===== src/rtl/riscv_pkg.sv =====
// Shared definitions for the load/store path: funct3 access encodings,
// the LSU state enum and small decode helpers used by the LSU.
package riscv_pkg;

    // Load/store width encodings carried in funct3
    localparam logic [2:0] LS_B  = 3'b000;
    localparam logic [2:0] LS_H  = 3'b001;
    localparam logic [2:0] LS_W  = 3'b010;
    localparam logic [2:0] LS_BU = 3'b100;
    localparam logic [2:0] LS_HU = 3'b101;

    // LSU control states
    typedef enum logic [1:0] {
        ST_IDLE = 2'b00,
        ST_REQ  = 2'b01,
        ST_DONE = 2'b10
    } lsu_state_e;

    // True for the five funct3 values the LSU knows how to execute
    function automatic logic f3_legal(input logic [2:0] f3);
        logic ok;
        case (f3)
            LS_B, LS_H, LS_W, LS_BU, LS_HU: ok = 1'b1;
            default:                        ok = 1'b0;
        endcase
        return ok;
    endfunction

    // True when the low address bits suit the access width
    function automatic logic f3_aligned(input logic [2:0] f3, input logic [1:0] lo);
        logic ok;
        case (f3)
            LS_H, LS_HU: ok = (lo[0] == 1'b0);
            LS_W:        ok = (lo == 2'b00);
            default:     ok = 1'b1;
        endcase
        return ok;
    endfunction

endpackage


===== src/rtl/load_extend.sv =====
// Selects the addressed byte/halfword from a read word and sign- or
// zero-extends it to 32 bits according to funct3.
module load_extend
    import riscv_pkg::*;
(
    input  logic [1:0]  addr_lo,
    input  logic [2:0]  funct3,
    input  logic [31:0] rdata,
    output logic [31:0] ld_data
);

    logic [7:0]  byte_s;
    logic [15:0] half_s;

    // Lane selection and extension of the returned word
    always_comb begin
        byte_s  = rdata[{addr_lo, 3'b000} +: 8];
        half_s  = addr_lo[1] ? rdata[31:16] : rdata[15:0];
        ld_data = 32'h0000_0000;
        case (funct3)
            LS_B:    ld_data = {{24{byte_s[7]}}, byte_s};
            LS_H:    ld_data = {{16{half_s[15]}}, half_s};
            LS_W:    ld_data = rdata;
            LS_BU:   ld_data = {24'h00_0000, byte_s};
            LS_HU:   ld_data = {16'h0000, half_s};
            default: ld_data = 32'h0000_0000;
        endcase
    end

endmodule


===== src/rtl/load_store_unit.sv =====
// Load/store unit: turns a core access request into a single-beat memory
// transaction with byte enables, waits for ack with a bounded timeout and
// returns the extended load result. Misaligned and illegal accesses are
// rejected in IDLE without touching the bus.
module load_store_unit
    import riscv_pkg::*;
#(
    parameter int TIMEOUT_CYCLES = 255
) (
    input  logic        i_clk,
    input  logic        i_rst_n,
    input  logic        i_lsu_valid,
    input  logic        i_lsu_wren,
    input  logic [2:0]  i_funct3,
    input  logic [31:0] i_lsu_addr,
    input  logic [31:0] i_st_data,
    output logic [31:0] o_ld_data,
    output logic        o_lsu_done,
    output logic        o_stall,
    output logic        o_misaligned,
    output logic        o_bus_err,
    output logic        o_mem_req,
    output logic        o_mem_we,
    output logic [31:0] o_mem_addr,
    output logic [31:0] o_mem_wdata,
    output logic [3:0]  o_mem_be,
    input  logic        i_mem_ack,
    input  logic [31:0] i_mem_rdata
);

    // Counter value on the last REQ cycle before the access is abandoned
    localparam logic [7:0] TIMEOUT_LAST = 8'(TIMEOUT_CYCLES - 1);

    lsu_state_e  state_r, state_s;
    logic [31:0] addr_r;
    logic [2:0]  funct3_r;
    logic        wren_r;
    logic [3:0]  be_r;
    logic [31:0] wdata_r;
    logic [7:0]  wait_cnt_r;
    logic [31:0] ld_data_r;
    logic        bus_err_r;

    logic        ok_s;
    logic        in_idle_s;
    logic        in_req_s;
    logic        accept_s;
    logic        reject_s;
    logic        timeout_s;
    logic [3:0]  be_s;
    logic [31:0] wdata_s;
    logic [31:0] ext_s;

    assign ok_s      = f3_legal(i_funct3) & f3_aligned(i_funct3, i_lsu_addr[1:0]);
    assign in_idle_s = (state_r == ST_IDLE);
    assign in_req_s  = (state_r == ST_REQ);
    assign accept_s  = in_idle_s & i_lsu_valid & ok_s;
    assign reject_s  = in_idle_s & i_lsu_valid & ~ok_s;
    // Ack wins over a timeout landing in the same cycle
    assign timeout_s = in_req_s & ~i_mem_ack & (wait_cnt_r == TIMEOUT_LAST);

    // Byte enables and store-data lane replication for the incoming request
    always_comb begin
        be_s    = 4'b0000;
        wdata_s = 32'h0000_0000;
        case (i_funct3)
            LS_B, LS_BU: begin
                be_s    = 4'b0001 << i_lsu_addr[1:0];
                wdata_s = {4{i_st_data[7:0]}};
            end
            LS_H, LS_HU: begin
                be_s    = 4'b0011 << i_lsu_addr[1:0];
                wdata_s = {2{i_st_data[15:0]}};
            end
            LS_W: begin
                be_s    = 4'b1111;
                wdata_s = i_st_data;
            end
            default: begin
                be_s    = 4'b0000;
                wdata_s = 32'h0000_0000;
            end
        endcase
    end

    // Next-state logic for the IDLE -> REQ -> DONE handshake
    always_comb begin
        state_s = state_r;
        case (state_r)
            ST_IDLE: begin
                if (accept_s) begin
                    state_s = ST_REQ;
                end else begin
                    state_s = ST_IDLE;
                end
            end
            ST_REQ: begin
                if (i_mem_ack) begin
                    state_s = ST_DONE;
                end else if (timeout_s) begin
                    state_s = ST_IDLE;
                end else begin
                    state_s = ST_REQ;
                end
            end
            ST_DONE: state_s = ST_IDLE;
            default: state_s = ST_IDLE;
        endcase
    end

    // State register and bus-error pulse
    always_ff @(posedge i_clk) begin
        if (!i_rst_n) begin
            state_r   <= ST_IDLE;
            bus_err_r <= 1'b0;
        end else begin
            state_r   <= state_s;
            bus_err_r <= timeout_s;
        end
    end

    // Capture of the accepted request; held stable for the whole transaction
    always_ff @(posedge i_clk) begin
        if (!i_rst_n) begin
            addr_r   <= 32'h0000_0000;
            funct3_r <= 3'b000;
            wren_r   <= 1'b0;
            be_r     <= 4'b0000;
            wdata_r  <= 32'h0000_0000;
        end else if (accept_s) begin
            addr_r   <= i_lsu_addr;
            funct3_r <= i_funct3;
            wren_r   <= i_lsu_wren;
            be_r     <= be_s;
            wdata_r  <= wdata_s;
        end
    end

    // Wait counter: zeroed on REQ entry, counts REQ cycles without ack
    always_ff @(posedge i_clk) begin
        if (!i_rst_n) begin
            wait_cnt_r <= 8'h00;
        end else if (accept_s) begin
            wait_cnt_r <= 8'h00;
        end else if (in_req_s && !i_mem_ack) begin
            wait_cnt_r <= wait_cnt_r + 8'h01;
        end
    end

    load_extend u_load_extend (
        .addr_lo (addr_r[1:0]),
        .funct3  (funct3_r),
        .rdata   (i_mem_rdata),
        .ld_data (ext_s)
    );

    // Load result register: updated only by a completed load
    always_ff @(posedge i_clk) begin
        if (!i_rst_n) begin
            ld_data_r <= 32'h0000_0000;
        end else if (in_req_s && i_mem_ack && !wren_r) begin
            ld_data_r <= ext_s;
        end
    end

    assign o_mem_req    = in_req_s;
    assign o_mem_we     = in_req_s & wren_r;
    assign o_mem_addr   = {addr_r[31:2], 2'b00};
    assign o_mem_be     = be_r;
    assign o_mem_wdata  = wdata_r;
    assign o_ld_data    = ld_data_r;
    assign o_bus_err    = bus_err_r;
    // Rejection is reported in the request cycle so the core never stalls on it
    assign o_misaligned = reject_s & i_rst_n;
    assign o_lsu_done   = (state_r == ST_DONE) | o_misaligned | bus_err_r;
    assign o_stall      = in_req_s | (accept_s & i_rst_n);

endmodule

===== config.mk =====
export PLATFORM = sky130hd
export DESIGN_NAME = load_store_unit
export DESIGN_NICKNAME = d
export VERILOG_FILES = /design/src/rtl/riscv_pkg.sv /design/src/rtl/load_extend.sv /design/src/rtl/load_store_unit.sv
export SDC_FILE = /design/constraint.sdc
export NUM_CORES = 1
export LEC_CHECK = 0
export CAP_MARGIN = 20
export CORE_MARGIN = 4
export CORE_UTILIZATION = 47
export CTS_BUF_LIST = sky130_fd_sc_hd__clkbuf_2
export DETAILED_ROUTE_END_ITERATION = 8
export GPL_TIMING_DRIVEN = 0
export PLACE_DENSITY_LB_ADDON = 0.12
export RECOVER_POWER = 100
export SYNTH_ARGS = -nofsm -noshare
export SYNTH_HDL_FRONTEND = slang
export SYNTH_HIERARCHICAL = 1
export SYNTH_SLANG_ARGS = --single-unit

===== constraint.sdc =====
create_clock -name i_clk -period 2.9 [get_ports i_clk]
set_input_delay 0.58 -clock i_clk [delete_from_list [all_inputs] [get_ports i_clk]]
set_output_delay 0.58 -clock i_clk [all_outputs]
set_load 0.005 [all_outputs]

# Yosys cells after proc, flatten, opt, wreduce, memory -nomap -nowiden

Cells that the tools add are included.

$add $sub $neg: 1
Equality and inequality tests: 11
Shift-type cells: 3
Mux-type cells: 10
Bitwise operators: 16
Reduce and logical (&&, ||, !) cells: 13

Operators by type and width:

| kind                | count |
|---|---|
| $pmux 32 s5         | 1 |
| $pmux 32 s3         | 1 |
| $shiftx 32x6->8     | 1 |
| $mux 16             | 1 |
| $eq 3x3->1 const B  | 4 |
| $pmux 4 s3          | 1 |
| $and 1x1->1         | 9 |
| $add 8x1->8 const B | 1 |
| $eq 8x8->1 const B  | 1 |
| $eq 3x1->1 const B  | 2 |
| $eq 3x2->1 const B  | 2 |
| $logic_not 3->1     | 2 |
| $reduce_or 2->1     | 3 |
| $reduce_or 5->1     | 1 |
| $logic_not 2->1     | 2 |
| $not 1->1           | 4 |
| $pmux 2 s2          | 1 |
| $shl 1x2->4 const A | 1 |
| $shl 2x2->4 const A | 1 |
| $logic_and 1x1->1   | 3 |
| $mux 1              | 3 |
| $or 1x1->1          | 3 |
| $eq 2x1->1 const B  | 1 |
| $eq 2x2->1 const B  | 1 |
| other kinds (3)     | 4 |

Register bits: 115
Output and inout bits: 106

# Longest topological paths before layout

Gate-level depths: netlist (run 1).

Word-level depth: 9
Mapped depth: 7
Gate-level depth less buffers: 5

# Hierarchy

Netlist (run 1), hierarchy kept.

By module, submodules not included:

| module          | times used | cells an instance | area an instance (sq um) |
|---|---|---|---|
| load_store_unit | 1          | 510               | 4730.8 |
| load_extend     | 1          | 108               | 762.0 |

# Worst setup path before layout (run 1)

Ideal clock, no wire load.

Path type: input-to-output
From: input port i_funct3[0]
To: output port o_stall
Arrival time: 1.368 ns
Setup slack: 0.952 ns
Stages: 4
Path buffers: 1
Cell sequence: nor4_4 o21ai_0 buf_2 o21ai_0

Longest elaborated chain between the ends: 7

RTL lines:

| item                                               | RTL line                         | RTL |
|---|---|---|
| start: declaration                                 | load_store_unit.sv:14            | `input logic [2:0] i_funct3,` |
| $eq 3x1->1 (tied with other cells)                 | riscv_pkg.sv:22, riscv_pkg.sv:32 |  |
| $reduce_or 2->1 or $reduce_or 5->1 (tied branches) | riscv_pkg.sv:32, riscv_pkg.sv:22 |  |
| $pmux 1 s2 or $mux 1 (tied branches)               | riscv_pkg.sv:32, riscv_pkg.sv:22 |  |
| $and 1x1->1 *                                      | load_store_unit.sv:54            | `assign ok_s = f3_legal(i_funct3) & f3_aligned(i_funct3, i_lsu_addr[1:0]);` |
| $and 1x1->1 *                                      | load_store_unit.sv:57            | `assign accept_s = in_idle_s & i_lsu_valid & ok_s;` |
| $and 1x1->1 *                                      | load_store_unit.sv:176           | `assign o_stall = in_req_s \| (accept_s & i_rst_n);` |
| $or 1x1->1 *                                       | load_store_unit.sv:176           |  |
| end: declaration                                   | load_store_unit.sv:19            | `output logic o_stall,` |

Every way passes the cells marked *; elsewhere a longest branch is shown, timed or not.

# Worst setup path after layout (run 1)

From: input port i_funct3[0]
To: output port o_lsu_done

Longest elaborated chain between the ends: 9

RTL lines:

| item                                               | RTL line                         | RTL |
|---|---|---|
| $eq 3x1->1 (tied with other cells)                 | riscv_pkg.sv:22, riscv_pkg.sv:32 |  |
| $reduce_or 2->1 or $reduce_or 5->1 (tied branches) | riscv_pkg.sv:32, riscv_pkg.sv:22 |  |
| $pmux 1 s2 or $mux 1 (tied branches)               | riscv_pkg.sv:32, riscv_pkg.sv:22 |  |
| $and 1x1->1 *                                      | load_store_unit.sv:54            |  |
| $not 1->1 *                                        | load_store_unit.sv:58            | `assign reject_s = in_idle_s & i_lsu_valid & ~ok_s;` |
| $and 1x1->1 *                                      | load_store_unit.sv:58            |  |
| $and 1x1->1 *                                      | load_store_unit.sv:174           | `assign o_misaligned = reject_s & i_rst_n;` |
| $or 1x1->1 * (2 in series)                         | load_store_unit.sv:175           | `assign o_lsu_done = (state_r == ST_DONE) \| o_misaligned \| bus_err_r;` |
| end: declaration                                   | load_store_unit.sv:18            | `output logic o_lsu_done,` |

Marked as above.

==> out/metrics.csv, run 1 <==
stage,metric,value,unit
synthesis,yosys_warnings,6,
synthesis,yosysTopAreaCell,dfxtp_1,
timing,tightest_slew,1.15,ns
finish,drive_gt1_share,12.6,%
pwr,leakage,3.14,nW
pwr,p_comb_share,20.7,%
clocking,clock-root-buffer,clkbuf_2,
die,die_y,116,um
pwr,switchingPower,969,uW
global_route,grt_pass1_vias,5566,
drt,drt-initial-drc-count,359,
finish,final_cell_mix,"113 x dfxtp_1, 105 x nand2_1, 102 x clkdlybuf4s50_1",
synthesis,synth-edff-count,0,
die,row_count,39,
synthesis,yosysTopAreaCellShare,41.9,%
setup_path,startpoint_type,primary input,
clocking,clock-sinks,115,
synthesis,ys_seq_area_share,41.9,%
timing,final.setup.tns,0,ns
clocking,clk_pin_slew,0.15,ns
pwr,p_int,2.40,mW
drt,routedWlPerCell,18.0,um
synthesis,synthCells,618,
drt,firstDrtPassIters,5,
finish,n_antenna_cell,0,
finish,nFillCells,979,
timing,fin_ws,0.0853,ns
placed_design,placed_area,7750,sq um
finish,seq_area,2300,sq um
clocking,numCtsBuffers,17,
die,fp.dieArea,13500,sq um
drt,detail-route-antenna-nets,0,
synthesis,yosysUniqueCellTypes,52,
timing,rsz0062_at_grt,false,
pwr,swShare,28.8,%
die,start_util,48.1,%
timing,final_hold_viol_count,0,
placed_design,port-buffer-count,207,
setup_path,path_max_fanout,5,
synthesis,synth_async_sr_flop_share,0,%
global_route,overflow,0,
setup_path,cp.required,2.32,ns
finish,multi_input_area,2650,sq um
finish,finish.instance_area,7990,sq um
synthesis,yosys_register_bits,115,
timing,clock.fmax,355,MHz
run_status,outcome,finished clean,
timing,setup_violations,0,
setup_path,cp_data_arrival_time,2.23,ns
timing,period_minus_slack,2.81,ns
finish,fin_nets,957,
timing,fin_worst_skew,0.0256,ns
die,dieWidth,116,um
synthesis,syn_avg_cell_area,8.89,sq um
drt,wl,18100,um
clocking,cts_buffer_depth,2,
drt,vias,5716,
drt,viasPerCell,5.69,
finish,syn2layout_area_growth,45.5,%
clocking,clkLatencyLatePin,0.68,ns
drt,drc,0,
timing,slew_headroom,23.2,%
global_route,antenna_found_initial,0,
clocking,cts_tree,done,
global_route,grt_pass1_wl,27800,um
die,io-pin-count,210,
timing,drv_slew,0,
timing,period_share,97.1,%
timing,fin_hold_ws,0.463,ns
placed_design,hpwl,14100,um
hold_path,hold_path_class,flop to flop,
pwr,p_clk_share,29.5,%
synthesis,ys_top_cells_by_area,"dfxtp_1 42%, a32o_1 7.7%, nand2_1 7.2%, buf_4 4.8%, a21oi_1 4.0%",
setup_path,timing.critical_path.to_type,output pin,
pwr,power_density,421,nW/um^2
placed_design,gp_congestion,0.912,
global_route,grt_use_total,26.3,%
die,core,11400,sq um
global_route,grt_max_degree,17,
finish,final_common_cell,dfxtp_1,
synthesis,syn_area,5490,sq um
setup_path,path_class,primary input to output pin,
synthesis,synth_flop_cell,dfxtp_1,
run,cap_violations,0,
pwr,power_frac_seq,49.8,%
pwr,peakVddDrop,0.337,mV
placed_design,pre_cts_ws,-0.360,ns
clocking,cts.htree.levels,4,
==> power groups by stage <==
stage,clock network (mW),registers (mW),logic (mW)
finish,0.992,1.68,0.698
global route,1.09,1.69,0.752
CTS,1.01,1.68,0.720
detailed placement,0,1.71,0.713
global placement,0,1.71,0.700
floorplan,0,1.71,0.343
==> path summary, 6_finish.rpt <==
path                 start            end  slack (ns)  depth (start not counted)
max reg2reg      addr_r[0]  o_ld_data[15]        0.64                          6
max            i_funct3[0]     o_lsu_done        0.09                          6
min reg2reg  o_ld_data[20]  o_ld_data[20]        0.46                          2
min          o_ld_data[20]  o_ld_data[20]        0.46                          2
==> through the flow <==
step           power (mW)  util [%]  cells
6_report             3.37      70.0   1005
5_1_grt              3.53      70.0   1005
4_1_cts              3.41      70.0   1002
3_5_place_dp         2.43      67.9    969
3_3_place_gp         2.41      67.9    969
2_1_floorplan        2.05         -    619
==> final cells by class <==
cell class / count / area share (%)
clock inverters: 11 / 1.44
plain buffers: 92 / 6.34
inverters: 7 / 0.329
multi-input cells: 405 / 33.1
repair buffers: 213 / 26.5
well taps: 143 / 2.24
clock buffers: 19 / 1.19
flip-flops and latches: 115 / 28.8
==> flip-flops by register name, summed over array words and instances (netlist names), 2 cells and up <==
name         flops
addr_r          32
o_ld_data       32
o_mem_wdata     32
wait_cnt_r       8
o_mem_be         4
funct3_r         3
state_r          2
==> cell families (layout without fill, tap and decap cells) <==
kind of cell	Yosys count	after routing	share of synthesized area [%]
AOI/OAI and AO/OA	192	192	26.2
and+or+nand+nor	191	191	18.0
DFF	115	115	41.9
buffers and inverters	99	342	9.93
muxes	16	16	3.10
adders and majority gates	2	2	0.456
xor gates and xnor gates	2	2	0.319
other	1	2	0.0683
==> repair_timing <==
action	CTS	global route
setup buffers	3	3
gates resized for setup	9	4
pin swaps	2	1
hold buffers	0	0
endpoints found under the setup margin	3	3
==> critical path, cell delays in order <==
cell and delay [ns]:
clkdlybuf4s50_1 0.52, nor4_4 0.36, buf_4 0.20, nor3b_4 0.05
a211o_1 0.24, dlygate4sd2_1 0.27
==> cell usage after synthesis, drive strengths merged (2+ instances only) <==
cell       n
o21ai      9
clkbuf    33
a211oi     6
and4bb     3
xnor2      2
nor2b     12
mux2       8
nor2       6
buf       59
a311oi    16
o221ai     6
a221o      4
dfxtp    115
a22oi      4
and3b      8
nor3       7
nand2    105
o211ai    17
a21oi     44
o22ai     33
o31ai      4
nand3     19
nand2b     4
a211o      2
o21a       2
mux2i      8
ha         2
nor3b     14
inv        6
nand4bb    2
and2       2
or4        4
a32o      42
==> routing by layer <==
layer / share of wire [%] / track usage (%) / up-vias
met5: 0 / 0 / -
met3: 9.1 / 10.3 / 37
met2: 49 / 43.7 / 238
met4: 2.2 / 8.66 / 0
met1: 40 / 31.3 / 2700
li1: - / - / 2741
Note: power is estimated with default switching activity, not from simulation.
==> run 2: changes to the inputs <==
SKIP_CTS_REPAIR_TIMING = 1   (was default)
==> run 2 against run 1 <==
  * Maximum frequency fell by 0.57%
  * Clock power barely moved
  * Critical path type unchanged
  * Total power rose by 0.88%
  * Final area rose by 0.85%
  * Non-clock buffer count rose by 2
  * Global-route usage fell by 0.12 points
  * First-iteration DRC count rose by 5.3%
  * Via count rose by 0.56%
  * Wire length rose by 0.50%
  * Critical path depth did not move
==> out/metrics.csv, run 2 (synthesis gave the netlist of run 1 again) <==
stage,metric,value,unit,change
clocking,numCtsBuffers,17,,unchanged
clocking,clk_pin_slew,0.16,ns,about the same
run_status,outcome,finished clean,,
global_route,grt_pass1_vias,5547,,-0.34%
die,core,11400,sq um,unchanged
pwr,peakVddDrop,0.342,mV,+1.4%
drt,drc,0,,unchanged
setup_path,timing.critical_path.to_type,output pin,,
setup_path,path_class,primary input to output pin,,
drt,drt-initial-drc-count,378,,+5.3%
global_route,antenna_found_initial,0,,unchanged
setup_path,cp_slowest_cell,clkdlybuf4s50_1,,
timing,fin_worst_skew,0.0210,ns,-0.00454 ns
finish,final_common_cell,clkdlybuf4s50_1,,
timing,tightest_slew,0.623,ns,-0.527 ns
setup_path,r2r_slack,1.11,ns,+0.47 ns
placed_design,hpwl,14100,um,unchanged
clocking,cts.htree.levels,4,,unchanged
clocking,clock-root-buffer,clkbuf_2,,
drt,vias,5748,,+0.56%
timing,period_minus_slack,2.83,ns,+0.0161 ns
timing,fin_ws,0.0692,ns,-0.0161 ns
die,dieWidth,116,um,unchanged
clocking,cts_tree,done,,
global_route,grt_pass1_wl,27700,um,-0.50%
setup_path,crit_buf_inv,4,,+1
setup_path,path_max_fanout,5,,unchanged
run,cap_violations,0,,unchanged
die,row_count,39,,unchanged
clocking,cts_buffer_depth,2,,unchanged
finish,drive_gt1_share,14.1,%,+1.5 points
setup_path,crit_chain,clkdlybuf4s50_1 -> nor4_4 -> buf_4 -> nor3b_4 -> buf_4 -> clkdlybuf4s50_1,,
drt,firstDrtPassIters,5,,unchanged
die,start_util,48.1,%,unchanged
die,io-pin-count,210,,unchanged
placed_design,port-buffer-count,207,,unchanged
global_route,grt_max_degree,17,,unchanged
timing,clock.fmax,353,MHz,-0.57%
setup_path,cp_data_arrival_time,2.25,ns,+0.02 ns
timing,slew_headroom,58.3,%,+35 points
placed_design,gp_congestion,0.912,,unchanged
finish,fin_nets,959,,+0.21%
global_route,grt_use_total,26.2,%,-0.12 points
drt,routedWlPerCell,18.0,um,+0.30%
finish,n_antenna_cell,0,,unchanged
drt,viasPerCell,5.71,,+0.36%
setup_path,cpPeakStageDelay,0.60,ns,+0.08 ns
timing,drv_slew,0,,unchanged
finish,syn2layout_area_growth,46.7,%,
finish,nFillCells,956,,-2.3%
pwr,power_density,421,nW/um^2,about the same
global_route,overflow,0,,unchanged
die,fp.dieArea,13500,sq um,unchanged
timing,setup_violations,0,,unchanged
timing,period_share,97.6,%,+0.56 points
pwr,leakage,2.91,nW,-7.5%
placed_design,pre_cts_ws,-0.360,ns,unchanged
timing,final_hold_viol_count,0,,unchanged
drt,wl,18100,um,+0.50%
clocking,clock-sinks,115,,unchanged
setup_path,cp.required,2.32,ns,about the same
drt,detail-route-antenna-nets,0,,unchanged
die,die_y,116,um,unchanged
setup_path,cp_top_family,buffers and inverters,,
clocking,clkLatencyLatePin,0.67,ns,about the same
setup_path,startpoint_type,primary input,,
pwr,total_power,3.40,mW,+0.88%
hold_path,hold_path_class,primary input to flop,,
finish,final_cell_mix,"201 x clkdlybuf4s50_1, 113 x dfxtp_1, 105 x nand2_1",,
run 2: cell count changes in the layout (fill, tap and decap cells not counted), moves of 2 or more:
| cell | previous run | this run |
|---|---|---|
| buf_2 | 12 | 20 |
| buf_4 | 40 | 45 |
| clkbuf_1 | 43 | 34 |
| clkdlybuf4s50_1 | 102 | 201 |
| dfxtp_2 | 2 | 0 |
| dfxtp_4 | 0 | 2 |
| dlygate4sd2_1 | 3 | 0 |
| dlygate4sd3_1 | 101 | 0 |
| dlymetal6s2s_1 | 1 | 5 |
run 2: metrics by stage:
step / setup TNS (ns) / hold slack [ns] / utilization (%) / instance area, sq um / instances
floorplan: 0 / 0.432 / - / 5500 / 619
global placement: -0.638 / 0.443 / 67.9 / 7750 / 969
detailed placement: -0.707 / 0.450 / 67.9 / 7750 / 969
CTS: -0.847 / 0.430 / 69.7 / 7960 / 999
global route: -0.0230 / 0.261 / 70.6 / 8060 / 1007
finish: 0 / 0.335 / 70.6 / 8060 / 1007
run 2: layer usage:
layer  track usage (%)  part of all wire (%)  vias to the layer above
met5                 0                     0                        -
met4              8.58                   2.0                        0
met2              43.3                    49                      265
li1                  -                     -                     2740
met1              31.3                    39                     2712
met3              10.3                    10                       31
run 2: path summary, 6_finish.rpt:
check,start,end,cells past startpoint
setup / recovery,i_lsu_addr[1],o_misaligned,6
hold / removal,i_funct3[2],funct3_r[2],2
setup reg to reg,funct3_r[1],o_ld_data[1],6
hold reg to reg,o_ld_data[20],o_ld_data[20],2
run 2: cell type report:
| class | instances | area [sq um] | share of cell area [%] |
|---|---|---|---|
| plain buffers | 91 | 517 | 6.41 |
| clock buffers | 19 | 95.1 | 1.18 |
| repair buffers | 216 | 2150 | 26.6 |
| well taps | 143 | 179 | 2.22 |
| clock inverters | 11 | 115 | 1.43 |
| inverters | 7 | 26.3 | 0.326 |
| multi-input cells | 405 | 2670 | 33.1 |
| flip-flops and latches | 115 | 2310 | 28.7 |
run 2: where the power goes:
group / internal (mW) / switching, mW / leakage [nW] / total, mW
logic: 0.402 / 0.328 / 1.85 / 0.731
registers: 1.64 / 0.0371 / 0.935 / 1.68
clock network: 0.383 / 0.606 / 0.129 / 0.989
==> edit 1: new RTL, settings of run 1 <==
Reset style: asynchronous (`i_rst_n`), changed in 4 clocked blocks.
--- a/src/rtl/load_store_unit.sv
+++ b/src/rtl/load_store_unit.sv
@@ -109,7 +109,7 @@
     end
 
     // State register and bus-error pulse
-    always_ff @(posedge i_clk) begin
+    always_ff @(posedge i_clk or negedge i_rst_n) begin
         if (!i_rst_n) begin
             state_r   <= ST_IDLE;
             bus_err_r <= 1'b0;
@@ -120,7 +120,7 @@
     end
 
     // Capture of the accepted request; held stable for the whole transaction
-    always_ff @(posedge i_clk) begin
+    always_ff @(posedge i_clk or negedge i_rst_n) begin
         if (!i_rst_n) begin
             addr_r   <= 32'h0000_0000;
             funct3_r <= 3'b000;
@@ -137,7 +137,7 @@
     end
 
     // Wait counter: zeroed on REQ entry, counts REQ cycles without ack
-    always_ff @(posedge i_clk) begin
+    always_ff @(posedge i_clk or negedge i_rst_n) begin
         if (!i_rst_n) begin
             wait_cnt_r <= 8'h00;
         end else if (accept_s) begin
@@ -155,7 +155,7 @@
     );
 
     // Load result register: updated only by a completed load
-    always_ff @(posedge i_clk) begin
+    always_ff @(posedge i_clk or negedge i_rst_n) begin
         if (!i_rst_n) begin
             ld_data_r <= 32'h0000_0000;
         end else if (in_req_s && i_mem_ack && !wren_r) begin
Formal check against the unedited RTL: differs if i_rst_n is asserted again (counterexample within 4 cycles, from zero or initial values and one cycle with i_rst_n low); with i_rst_n held inactive, the same outputs for 10 cycles.
==> edit 1 against run 1 <==
The flow now finishes with violations (capacitance limit); worst setup slack improved by 12 ps; non-clock buffer count decreased by 26; sequential cell count unchanged; final area increased by 5.0%; register-to-register slack got worse by 340 ps; clock skew decreased by 2.2 ps; final cell count decreased by 11%; routed wire length decreased by 9.3%; synthesized area increased by 7.3%; critical endpoint unchanged.
Power is not compared: it rests on default switching activity, and its combinational part moved more than twofold at a synthesized area within 25%.
==> edit 1: results (changes against run 1) <==
fin crit period - 2800 ps (-11.8 ps)
sequential share of the synthesized area - 48.8% (+6.9 points)
synthesis-to-layout area growth - 42.4%
largest net degree at the start of global routing - 61 (+44)
Metal-1 WL - 6330 µm (-12%)
fraction of area in multi-input gates - 30.5% (-2.6 points)
vias in the first global route - 5128 (-7.9%)
status - finished, violations left
max_cap viols - 1 (+1)
critical hold path startpoint - i_funct3[2]
Post-Place Setup Slack - -93.0 ps (+267 ps)
Top FF cell, synth - dfrtp_1
FF-to-FF End - o_mem_be[2]$_DFFE_PN0N_
Inverters - 6 (-1)
final hold slack - 344 ps (-118 ps)
Max-Slew Margin vs Limit - 0.431% (-23 points)
violated checks - capacitance limit
first-pass GRT wire length - 26100 µm (-6.0%)
hold worst-path end - funct3_r[2]$_DFFE_PN0N_
n_diodes - 1 (+1)
clk cell area share - 2.52% (-0.11 points)
commonest cells in the synthesized netlist - 115 x dfrtp_1, 111 x mux2_2, 36 x buf_4
initial antenna violation count - 2 (+2)
top post-synthesis cells by area - dfrtp_1 49%, mux2_2 21%, buf_4 4.6%
FFs w/ async S/R, synth - 100% (+100 points)
Iteration-0 DRC Markers - 263 (-27%)
placed cells - 850 (-12%)
met3 Track Usage GR - 7.87% (-2.4 points)
Fill cells - 948 (-3.2%)
syn avg cell area - 12.5 µm² (+40%)
CTS resizes - 8 (-1)
fraction of area in registers - 34.3% (+5.5 points)
layout cell share with drive strength beyond 1 - 26.9% (+14 points)
Via Count - 4814 (-16%)
final WL - 16400 µm (-9.3%)
peak per-stage delay on the critical path - 540 ps (+20 ps)
FF-to-FF Start - state_r[1]$_DFF_PN0_
GPL Wtd Cong - 0.827 (-9.2%)
clk_skew - 23.3 ps (-2.21 ps)
Multi-input gate area - 0.00256 mm² (-3.3%)
routed wl met2 - 8110 µm (-7.9%)
class of the worst hold path - in -> reg
met2 Resource Use GR - 38.6% (-5.1 points)
nets - 816 (-15%)
Post-CTS Setup Inserts - 2 (-1)
## edit 1: changes by cell type after synthesis, moves of 9 or more
| cell | change |
|---|---|
| dfrtp_1 | +115 |
| a21oi_1 | -38 |
| clkbuf_1 | -26 |
| a311oi_1 | -16 |
| o2bb2ai_1 | +16 |
| nor2b_1 | -10 |
| mux2_2 | +103 |
| nand2_1 | -92 |
| nor3b_1 | -9 |
| a32o_1 | -42 |
| buf_2 | -11 |
| dfxtp_1 | -115 |
| o22ai_1 | -30 |
## edit 1: cell families after synthesis
family | Yosys count | synth area share, %
adder cells (fa/ha/maj) | 2 | 0.424
XOR/XNOR | 2 | 0.297
other | 1 | 0.0636
buffers and inverters | 68 | 7.88
multiplexers | 128 | 24.1
flip-flops | 115 | 48.8
AO/OA/AOI/OAI | 85 | 11.2
AND/OR/NAND/NOR | 72 | 7.22
## edit 1: report_power, final
part | switching, mW | internal, mW
Clock | 0.608 | 0.384
Combinational | 0.947 | 1.53
Sequential | 0.279 | 2.09
==> edit 2: new RTL, settings of run 1 <==
Without the edit above. Change the parameter `TIMEOUT_CYCLES` from 255 to 128.
--- a/src/rtl/load_store_unit.sv
+++ b/src/rtl/load_store_unit.sv
@@ -5,7 +5,7 @@
 module load_store_unit
     import riscv_pkg::*;
 #(
-    parameter int TIMEOUT_CYCLES = 255
+    parameter int TIMEOUT_CYCLES = 128
 ) (
     input  logic        i_clk,
     input  logic        i_rst_n,
Check against the original RTL: same outputs for any inputs over 10 cycles, from zero or initial values and one cycle with i_rst_n low; that may be too few to reach the edited logic, so the function may still have changed.
==> edit 2 against run 1 <==
Final area down 0.85%; sequential cell count did not move; total power down 0.36%; worst setup slack gained 13 ps; synthesized area decreased by 0.59%; utilization fell by 0.59 points; routed wire length is 1.8% lower; sequential share of layout area is 0.23 points higher; sequential power about the same; synthesized cell count shrank 1.1%.
==> edit 2: results (changes against run 1) <==
status - complete, no violations
first-pass GRT wire length - 27700 µm (-0.50%)
met2 Resource Use GR - 42.6% (-1.2 points)
Clock Latency Late Sink - 700 ps (+20 ps)
Max FO, Critical Path - 11 (+6)
clk_skew - 28.1 ps (+2.59 ps)
Placement Cell Area - 0.00771 mm² (-0.42%)
sequential cell area - 0.00230 mm² (about the same)
buffering overhead - 32.5% (-0.27 points)
CTS resizes - 13 (+4)
slowest stage cell, crit path - dlygate4sd3_1
GPL Wtd Cong - 0.902 (-1.0%)
commonest cells in the synthesized netlist - 115 x dfxtp_1, 103 x nand2_1, 44 x a32o_1
Multi-In Gates - 401 (-0.99%)
crit-path leading delay family - buffers and inverters
Post-Place Setup Slack - -753 ps (-392 ps)
Multi-input gate area - 0.00263 mm² (-0.71%)
met3 Track Usage GR - 12.2% (+2.0 points)
utilization after layout - 69.4% (-0.59 points)
Metal-1 WL - 6940 µm (-3.7%)
P_int - 2.40 mW (about the same)
Cells after Synth - 611 (-1.1%)
Fill cells - 949 (-3.1%)
sequential share of the synthesized area - 42.2% (+0.25 points)
peak per-stage delay on the critical path - 610 ps (+90 ps)
nets - 945 (-1.3%)
Comb. pwr - 0.689 mW (-1%)
met1 Usage GRT - 30.4% (-0.89 points)
WL met3 - 1820 µm (+11%)
top post-synthesis cells by area - dfxtp_1 42%, a32o_1 8.1%, nand2_1 7.1%
routed wl met2 - 8460 µm (-3.9%)
Layout clock buffers - 20 (+1)
leakage - 3.12 nW (-0.88%)
post-synthesis compound-gate area fraction - 26.4% (+0.16 points)
Comb power frac - 20.5% (-0.2 points)
post-DP HPWL - 13500 µm (-4.0%)
class of the worst hold path - in -> reg
first-pass iteration count of the detailed router - 7 (+2)
Adder-Cell Fraction of Synth Area - 0.229% (-0.23 points)
layout cell share with drive strength beyond 1 - 11.4% (-1.3 points)
xor/xnor share of the synthesized area - 0.321% (+0.0019 points)
vias in the first global route - 5688 (+2.2%)
DR vias/cell - 5.70 (+0.28%)
fraction of area in registers - 29.1% (+0.23 points)
Finished Layout Cells - 995 (-1.0%)
Global Route Usage Sum - 26.3% (about the same)
WL/cell - 17.8 µm (-0.85%)
Max IR drop VDD - 0.420 mV (+25%)
mux share of post-synthesis cell area - 3.48% (+0.39 points)
placed cells - 962 (-0.72%)
number of distinct library cells after synthesis - 57 (+9.6%)
Repair and plain buffers - 300 (-1.6%)
Inverters - 5 (-2)
-- edit 2: cell types whose count changed after synthesis, sizes merged, moves of 2 or more --
cell / before / now
xor2: 0 / 2
nor2: 6 / 3
buf: 59 / 48
nand2: 105 / 103
o22ai: 33 / 31
clkbuf: 33 / 43
xnor2: 2 / 0
or3: 1 / 3
a32o: 42 / 44
or3b: 0 / 2
inv: 6 / 3
mux2i: 8 / 10
-- edit 2: worst paths after layout --
check / endpoint / depth (start not counted) / slack (ps) / from
worst max register to register: o_ld_data[15]$_SDFFE_PN0P_ / 6 / 730 / addr_r[0]$_SDFFE_PN0N_
worst min-delay path: addr_r[1]$_SDFFE_PN0N_ / 3 / 450 / i_lsu_addr[1]
worst max-delay path: o_stall / 6 / 100 / i_funct3[1]
worst min register to register: o_ld_data[16]$_SDFFE_PN0P_ / 2 / 460 / o_ld_data[16]$_SDFFE_PN0P_
